File: src/rtl/note_player_pkg.sv
// Shared widths, constants and FSM encoding for the note player.
package note_player_pkg;

    localparam int NOTE_W  = 6;
    localparam int DUR_W   = 6;
    localparam int STEP_W  = 20;
    localparam int PHASE_W = 22;

    localparam logic [NOTE_W-1:0] REST_NOTE = '0;

    typedef enum logic [1:0] {
        StIdle,
        StLoad,
        StPlaying
    } state_e;

endpackage

File: src/rtl/frequency_rom.sv
// Combinational note -> phase-step table: round(440*2^((n-49)/12) * 2^22 / 48000).
module frequency_rom
    import note_player_pkg::*;
(
    input  logic [NOTE_W-1:0] note,
    output logic [STEP_W-1:0] step
);

    always_comb begin
        step = '0;
        case (note)
            6'd1:  step = 20'd2403;   6'd2:  step = 20'd2546;   6'd3:  step = 20'd2697;
            6'd4:  step = 20'd2858;   6'd5:  step = 20'd3028;   6'd6:  step = 20'd3208;
            6'd7:  step = 20'd3398;   6'd8:  step = 20'd3600;   6'd9:  step = 20'd3815;
            6'd10: step = 20'd4041;   6'd11: step = 20'd4282;   6'd12: step = 20'd4536;
            6'd13: step = 20'd4806;   6'd14: step = 20'd5092;   6'd15: step = 20'd5395;
            6'd16: step = 20'd5715;   6'd17: step = 20'd6055;   6'd18: step = 20'd6415;
            6'd19: step = 20'd6797;   6'd20: step = 20'd7201;   6'd21: step = 20'd7629;
            6'd22: step = 20'd8083;   6'd23: step = 20'd8563;   6'd24: step = 20'd9072;
            6'd25: step = 20'd9612;   6'd26: step = 20'd10184;  6'd27: step = 20'd10789;
            6'd28: step = 20'd11431;  6'd29: step = 20'd12110;  6'd30: step = 20'd12830;
            6'd31: step = 20'd13593;  6'd32: step = 20'd14402;  6'd33: step = 20'd15258;
            6'd34: step = 20'd16165;  6'd35: step = 20'd17127;  6'd36: step = 20'd18145;
            6'd37: step = 20'd19224;  6'd38: step = 20'd20367;  6'd39: step = 20'd21578;
            6'd40: step = 20'd22861;  6'd41: step = 20'd24221;  6'd42: step = 20'd25661;
            6'd43: step = 20'd27187;  6'd44: step = 20'd28803;  6'd45: step = 20'd30516;
            6'd46: step = 20'd32331;  6'd47: step = 20'd34253;  6'd48: step = 20'd36290;
            6'd49: step = 20'd38448;  6'd50: step = 20'd40734;  6'd51: step = 20'd43156;
            6'd52: step = 20'd45722;  6'd53: step = 20'd48441;  6'd54: step = 20'd51322;
            6'd55: step = 20'd54373;  6'd56: step = 20'd57607;  6'd57: step = 20'd61032;
            6'd58: step = 20'd64661;  6'd59: step = 20'd68506;  6'd60: step = 20'd72580;
            6'd61: step = 20'd76896;  6'd62: step = 20'd81468;  6'd63: step = 20'd86312;
            default: step = '0;
        endcase
    end

endmodule

File: src/rtl/note_player.sv
// Plays one note at a time: loads its phase step, counts beats, advances the phase accumulator.
module note_player
    import note_player_pkg::*;
(
    input  logic               clk,
    input  logic               reset,
    input  logic               play,
    input  logic [NOTE_W-1:0]  note,
    input  logic [DUR_W-1:0]   duration,
    input  logic               new_note,
    input  logic               beat,
    input  logic               generate_next_sample,
    output logic               note_done,
    output logic [STEP_W-1:0]  step_size,
    output logic [PHASE_W-1:0] phase,
    output logic               busy
);

    state_e              state_q, state_d;
    logic [NOTE_W-1:0]   note_q, note_d;
    logic [DUR_W-1:0]    dur_q, dur_d;
    logic [DUR_W-1:0]    beats_left_q, beats_left_d;
    logic [STEP_W-1:0]   step_q, step_d;
    logic [PHASE_W-1:0]  phase_q, phase_d;
    logic [NOTE_W-1:0]   rom_addr;
    logic [STEP_W-1:0]   rom_step;
    logic                done;
    logic                accept;

    // The done cycle counts as idle for acceptance, so notes can run back-to-back.
    assign done     = (state_q == StPlaying) && (beats_left_q == '0);
    assign accept   = new_note && ((state_q == StIdle) || done);
    assign rom_addr = accept ? note : note_q;

    frequency_rom u_rom (
        .note (rom_addr),
        .step (rom_step)
    );

    always_comb begin
        state_d      = state_q;
        note_d       = note_q;
        dur_d        = dur_q;
        beats_left_d = beats_left_q;
        step_d       = step_q;
        phase_d      = phase_q;

        if (accept) begin
            note_d  = note;
            dur_d   = duration;
            step_d  = rom_step;
            state_d = StLoad;
        end else begin
            unique case (state_q)
                StIdle: ;
                StLoad: begin
                    step_d       = rom_step;
                    beats_left_d = dur_q;
                    state_d      = StPlaying;
                end
                StPlaying: begin
                    if (done) begin
                        state_d = StIdle;
                    end else if (play && beat) begin
                        beats_left_d = beats_left_q - 1'b1;
                    end
                end
                default: state_d = StIdle;
            endcase
        end

        if ((state_q == StPlaying) && play && generate_next_sample) begin
            phase_d = phase_q + PHASE_W'(step_q);
        end
    end

    always_ff @(posedge clk or posedge reset) begin
        if (reset) begin
            state_q      <= StIdle;
            note_q       <= REST_NOTE;
            dur_q        <= '0;
            beats_left_q <= '0;
            step_q       <= '0;
            phase_q      <= '0;
        end else begin
            state_q      <= state_d;
            note_q       <= note_d;
            dur_q        <= dur_d;
            beats_left_q <= beats_left_d;
            step_q       <= step_d;
            phase_q      <= phase_d;
        end
    end

    assign note_done = done;
    assign busy      = (state_q != StIdle) && !done;
    assign step_size = step_q;
    assign phase     = phase_q;

endmodule

File: config.mk
export PLATFORM = sky130hd
export DESIGN_NAME = note_player
export DESIGN_NICKNAME = d
export VERILOG_FILES = /design/src/rtl/note_player_pkg.sv /design/src/rtl/frequency_rom.sv /design/src/rtl/note_player.sv
export SDC_FILE = /design/constraint.sdc
export NUM_CORES = 1
export LEC_CHECK = 0
export ABC_AREA = 1
export CAP_MARGIN = 15
export CORE_UTILIZATION = 45
export DETAILED_ROUTE_END_ITERATION = 7
export PLACE_DENSITY_LB_ADDON = 0.1
export SYNTH_ARGS = -nofsm -noshare
export SYNTH_HDL_FRONTEND = slang
export SYNTH_SLANG_ARGS = --single-unit
File: constraint.sdc
create_clock -name clk -period 3.8 [get_ports clk]
set_clock_uncertainty 0.2 [all_clocks]
set_input_delay 0.76 -clock clk [delete_from_list [all_inputs] [get_ports clk]]
set_output_delay 0.76 -clock clk [all_outputs]
set_load 0.01 [all_outputs]
# --- After elaboration in Yosys (flattened, before gate mapping) ---
# Memory sizes are Yosys's and may differ from the RTL's.
# Cells that the tools add are included.
classes:
  add_sub_neg: 2
  eq_ne: 6
  reduce_logical: 15
  n_mux: 9
  bitwise_logic: 1
ops:
  columns: ["op", "count"]
  rows:
  - ["$mux 20", 2]
  - ["$add 22x20->22", 1]
  - ["$mux 6", 3]
  - ["$pmux 6 s2", 1]
  - ["$logic_and 1x1->1", 6]
  - ["$logic_not 6->1", 1]
  - ["$pmux 2 s3", 1]
  - ["$reduce_bool 2->1", 3]
  - ["$sub 6x1->6 const B", 1]
  - ["$mux 2", 2]
  - ["$ne 2x2->1 const B", 2]
  - ["$reduce_and 4->1", 1]
  - ["$ne 3x3->1 const B", 1]
  - ["$eq 2x1->1 const B", 1]
  - ["$eq 2x2->1 const B", 1]
  - ["$logic_not 2->1", 1]
  - ["$ne 2x1->1 const B", 1]
  - ["$reduce_and 2->1", 1]
  - ["$logic_not 1->1", 1]
  - ["$logic_or 1x1->1", 1]
  - ["$not 1->1", 1]
word_totals:
  rom_bits: 1088
  out_inout_bits: 44
  mem_count: 1
  regBits: 62
  input_bits: 18
memory_table:
  columns: ["name", "words", "word_bits", "rd", "rd_ports_with_merged_regs", "write_ports", "line_no", "rtl"]
  rows:
  - ["(name not given)", 64, 17, 1, 0, 0, "frequency_rom.sv:11", "case (note)"]

# --- Longest topological paths before layout ---
# An unclocked memory read counts as a cell.
logic_depth:
  depth_word: 8
  depth_mapped: 21

# --- By module ---
# A second synthesis with hierarchy kept.
hier_totals:
  hier_cells: 851
  hier_area_um2: 5385.2
modules_own_cells:
  columns: ["mod", "instances", "seq_area_each_um2", "cells_per_inst", "area_per_inst_um2"]
  rows:
  - ["note_player", 1, 1551.5, 535, 3893.7]
  - ["frequency_rom", 1, 0.0, 316, 1491.4]

# --- Worst setup path after synthesis ---
# OpenSTA, ideal clock, no wires.
synth_path:
  path_kind: "register to register"
  startpoint: "register beats_left_q[0]"
  endpoint: "register step_q[7], in the netlist step_size[7]"
  setup_ns: 0.120
  arrival_time_ns: 2.472
  path_stages_with_launch: 20
  path_slack_ns: 1.007
  required_time_ns: 3.480
  cell_sequence: "dfrtp_1 inv_1 ha_1 nand2_1 nor2_1 nand2_2 nand2_4 nand2_2 buf_6 buf_6 nand2_1 nand2_1 ha_1 inv_1 nand2_1 nand2_1 nand2_1 nand3_1 a21boi_1 nand2_1"
synth_between:
  elab_chain_len: 8
synth_rtl:
  columns: ["item", "line_no", "rtl"]
  rows:
  - ["start: declaration", "note_player.sv:22", "logic [DUR_W-1:0] beats_left_q, beats_left_d;"]
  - ["start signal: assignment", "note_player.sv:89", "beats_left_q <= beats_left_d;"]
  - ["$logic_not 6->1 *", "note_player.sv:31", "assign done = (state_q == StPlaying) && (beats_left_q == '0);"]
  - ["$logic_and 1x1->1 *", "note_player.sv:31", null]
  - ["$logic_or 1x1->1 *", "note_player.sv:32", "assign accept = new_note && ((state_q == StIdle) || done);"]
  - ["$logic_and 1x1->1 *", "note_player.sv:32", null]
  - ["$mux 6", "note_player.sv:33", "assign rom_addr = accept ? note : note_q;"]
  - ["$mem_v2 64x17", null, null]
  - ["$mux 20", "note_player.sv:54", "unique case (state_q)"]
  - ["$mux 20", "note_player.sv:48", "if (accept) begin"]
  - ["end signal: assignment", "note_player.sv:90", "step_q <= step_d;"]
  - ["end: declaration", "note_player.sv:23", "logic [STEP_W-1:0] step_q, step_d;"]
# Mark *: on every way between the ends. The rest lies on a longest branch, timed or not. The select of a mux whose other input is x is not followed.
# A chain may end at the register's enable or synchronous reset.

# --- Worst setup path in the final report ---
# Ends and elaborated chain as after synthesis.

==> implementation parameters <==
Parameter                              Value

GRT
  Overall Global Routing Usage    0.2670
  Met3 usage    0.04020
  Met1 demand-to-capacity share in global routing    0.3629
  Global-route met2 utilization    0.4333
  Vias in the first global route    roughly 4500
  First-pass GRT wire length    23.23 mm
  Largest net degree at the start of global routing    48
  Number of antenna violations at the first check in global routing    0
  GRT overflow    0
  Routing layer with the top usage in global route    met2

Clock tree
  # Post-CTS Setup Buffers    0
  CTS H-tree depth    3
  Post-cts sizing count    0
  Worst-Skew Late Latency    roughly 0.34 ns
  Register clock-pin slew on the reported worst setup and hold paths    0.08 ns
  Number of buffers added to fix hold violations after cts    0
  Inserted Clock Buffers    9
  Num Clock Sinks    59
  CTS tree    built
  Clock root buffer    clkbuf_8
  CTS Buffer Depth    2

Floorplanning
  Top-Level Pins    62
  Floorplan die area    11120 sq um
  Vert. Die Dim    105.4 microns
  Area of the core    10370 sq um
  Count of standard-cell rows    37
  Floorplan die width    105.4 microns
  Effective utilization at floorplan    0.4643

STA
  Maximum clock frequency    325.6 MHz
  Crit share post-route    0.8082
  Setup repair after global routing missed its margin    false
  Final critical-path required period    roughly 3.1 ns
  Count of final max-slew check failures    0
  Endpoints failing setup    0
  Transition time at the pin with the least slew margin    ~0.57 ns
  Slew margin rel.    0.6127
  Final hold violation count    0
  Post-Route Setup TNS    0 ns

Hold path
  Path category of the worst min-delay check    reg2reg
  Worst hold path cell count    1

Placement
  Count of input and output buffers    slightly below 60
  Detailed-placement wirelength estimate    10.40 mm
  Last weighted congestion value of the routability-driven placer    roughly 1

Synthesis
  Fraction of registers with async set or reset after synthesis    1.000
  Library cells used by synthesis    between 40 and 50
  Syn. warnings    0
  Average footprint of a synthesized cell    approximately 6.9 sq um
  Fraction of the yosys area taken by sequential cells    0.3067
  Most used standard cells in the synthesized netlist    nand2_1, nand3_1, dfrtp_1, inv_1, nor2_1
  Synthesized cell area    4815 sq um
  Flip-flop and latch count after synthesis    59
  Cell types occupying the most area after synthesis    dfrtp_1, nand2_1, nand3_1
  Area share of the leading cell type in the synthesized netlist    0.3067
  Post-synthesis instance total    roughly 700
  Post-synth EDFFs    0
  Largest area contributor in the netlist    dfrtp_1
  Library cell with the highest instance count after synthesis    nand2_1
  Primary FF master, synth    dfrtp_1

Layout
  Filler instances    around 1000
  Sequential standard cell area    1476 sq um
  Utilization of the core after routing    0.5451
  Synthesis-to-finish area growth    17.41%
  Multi-input gate area    2925 sq um
  Number of antenna diodes    0
  Fraction of layout instances using a drive strength above 1    0.09067
  Layout net count    about 800

Power
  Sw Ratio    0.5350
  Power per cell area    around 1100 nW/um^2
  Portion of total power attributed to the clock network    0.100
  Sequential share of power    0.195
  Internal    2.779 mW
  Total net switching power    between 3 and 4 mW
  Peak ir drop on the vdd network    429.5 uV
  Lkg Pwr    between 2 and 3 nW
  Share of total power in combinational logic    0.705

Routing
  Post-detailed-route via-to-cell ratio    5.394
  Post-detailed-routing wire length    about 14 mm
  Router iterations before antenna repair    5
  Violation count after the first detailed-routing iteration    326
  Routed Antenna Nets    0
  Average wire per cell in the routed design    between 15 and 20 microns
  Total number of vias    4838
  DRC errors left    0

Setup path
  Critical Path Fanout Max    8
  Arr. time, crit path    3.10 ns
  Kind of launch point of the worst setup path    flip-flop
  Worst R2R Path Depth    17
  Crit path required time    between 3 and 4 ns
  Endpoint kind of the worst setup timing path    flip-flop
  Critical setup path kind    reg2reg

Status
  Result of the run    finished, final reports clean

Flow run
  Total of max-cap violations    0
==> state kept, by name, indices dropped and copies added (netlist names) <==
register and cells:
phase 22, step_size 17, beats_left_q 6, dur_q 6, note_q 6, state_q 2
==> power groups by stage <==
stage / Sequential, mW / Clock (mW) / Combinational, mW
floorplan: 1.17 / 0 / 3.01
CTS: 1.17 / 0.612 / 4.17
global placement: 1.17 / 0 / 4.16
finish: 1.17 / 0.595 / 4.21
global route: 1.21 / 0.640 / 4.71
detailed placement: 1.18 / 0 / 4.15
==> critical path: stages (launching register included) <==
cell,delay [ns]
dfrtp_1,0.38
inv_1,0.09
ha_1,0.16
nand2_1,0.07
nor2_1,0.15
nand2_2,0.10
nand2_4,0.11
nand2_2,0.14
nand2_1,0.09
nand2_1,0.14
ha_1,0.43
inv_1,0.11
nand2_1,0.29
nand2_1,0.14
nand2_1,0.08
nand3_1,0.07
a21boi_1,0.14
nand2_1,0.06
==> layout by cell type, fill, tap and decap left out, types with 3 or more instances in the layout <==
cell type        count
inv_1               48
ha_1                29
o21ai_1             18
clkinv_4             3
nand2_1            257
o211ai_1             3
nor2_2               3
conb_1               3
dfrtp_1             59
a21oi_1             34
clkdlybuf4s50_1     58
clkbuf_8             9
inv_2                5
nand2_4              6
clkinvlp_4           3
o21ai_0             33
buf_4               10
nor2_1              35
xnor2_1              8
o31ai_1              3
nand3_1             76
nand2_2             15
or2_2                5
o22ai_1              3
xor2_1               6
==> cells by family (layout without fill, tap and decap cells) <==
kind of cell / after synthesis / in the layout / synth area share
buffers and inverters: 82 / 139 / 0.08732
flip-flops: 59 / 59 / 0.3067
AO/OA/AOI/OAI: 109 / 109 / 0.1302
other: 1 / 3 / 0.0007789
adder cells (fa/ha/maj): 30 / 30 / 0.07952
XOR/XNOR: 14 / 14 / 0.02547
AND/OR/NAND/NOR: 407 / 407 / 0.3701
==> per-layer routing <==
layer | vias to the layer above | routed length, microns
li1 | 2386 | -
met1 | 2267 | 6354
met2 | 159 | 6566
met3 | 26 | 773
met4 | 0 | 300
met5 | - | 0
==> through the flow <==
step	hold WS [ns]	cells	area (sq um)	power (mW)	setup WS [ns]
after floorplan	0.2436	704	4822	4.178	1.007
after CTS	0.2910	897	5653	5.954	0.7454
after detailed placement	0.2749	881	5450	5.335	0.4171
after global placement	0.2622	881	5450	5.328	0.4907
final	0.2805	897	5653	5.975	0.7289
after global routing	0.3175	897	5653	6.556	0.3440
==> final cells by class <==
class,instances,share of cell area
Multi-Input combinational cell,563,0.5175
Inverter,54,0.03586
Timing Repair Buffer,69,0.1195
Tap cell,136,0.03010
Clock buffer,9,0.02191
Clock inverter,7,0.01394
Sequential cell,59,0.2612
==> worst paths after layout <==
check / startpoint / end / slack, ns
min: phase[21]$_DFFE_PP0P_ / phase[21]$_DFFE_PP0P_ / 0.28
min reg2reg: phase[21]$_DFFE_PP0P_ / phase[21]$_DFFE_PP0P_ / 0.28
max in group asynchronous: reset / step_size[11]$_DFFE_PP0P_ / 2.22
max reg2reg: beats_left_q[0]$_DFFE_PP0P_ / step_size[7]$_DFFE_PP0P_ / 0.73
max: beats_left_q[0]$_DFFE_PP0P_ / step_size[7]$_DFFE_PP0P_ / 0.73
min in group asynchronous: reset / phase[5]$_DFFE_PP0P_ / 0.49
Note: power is estimated with default switching activity, not from simulation.
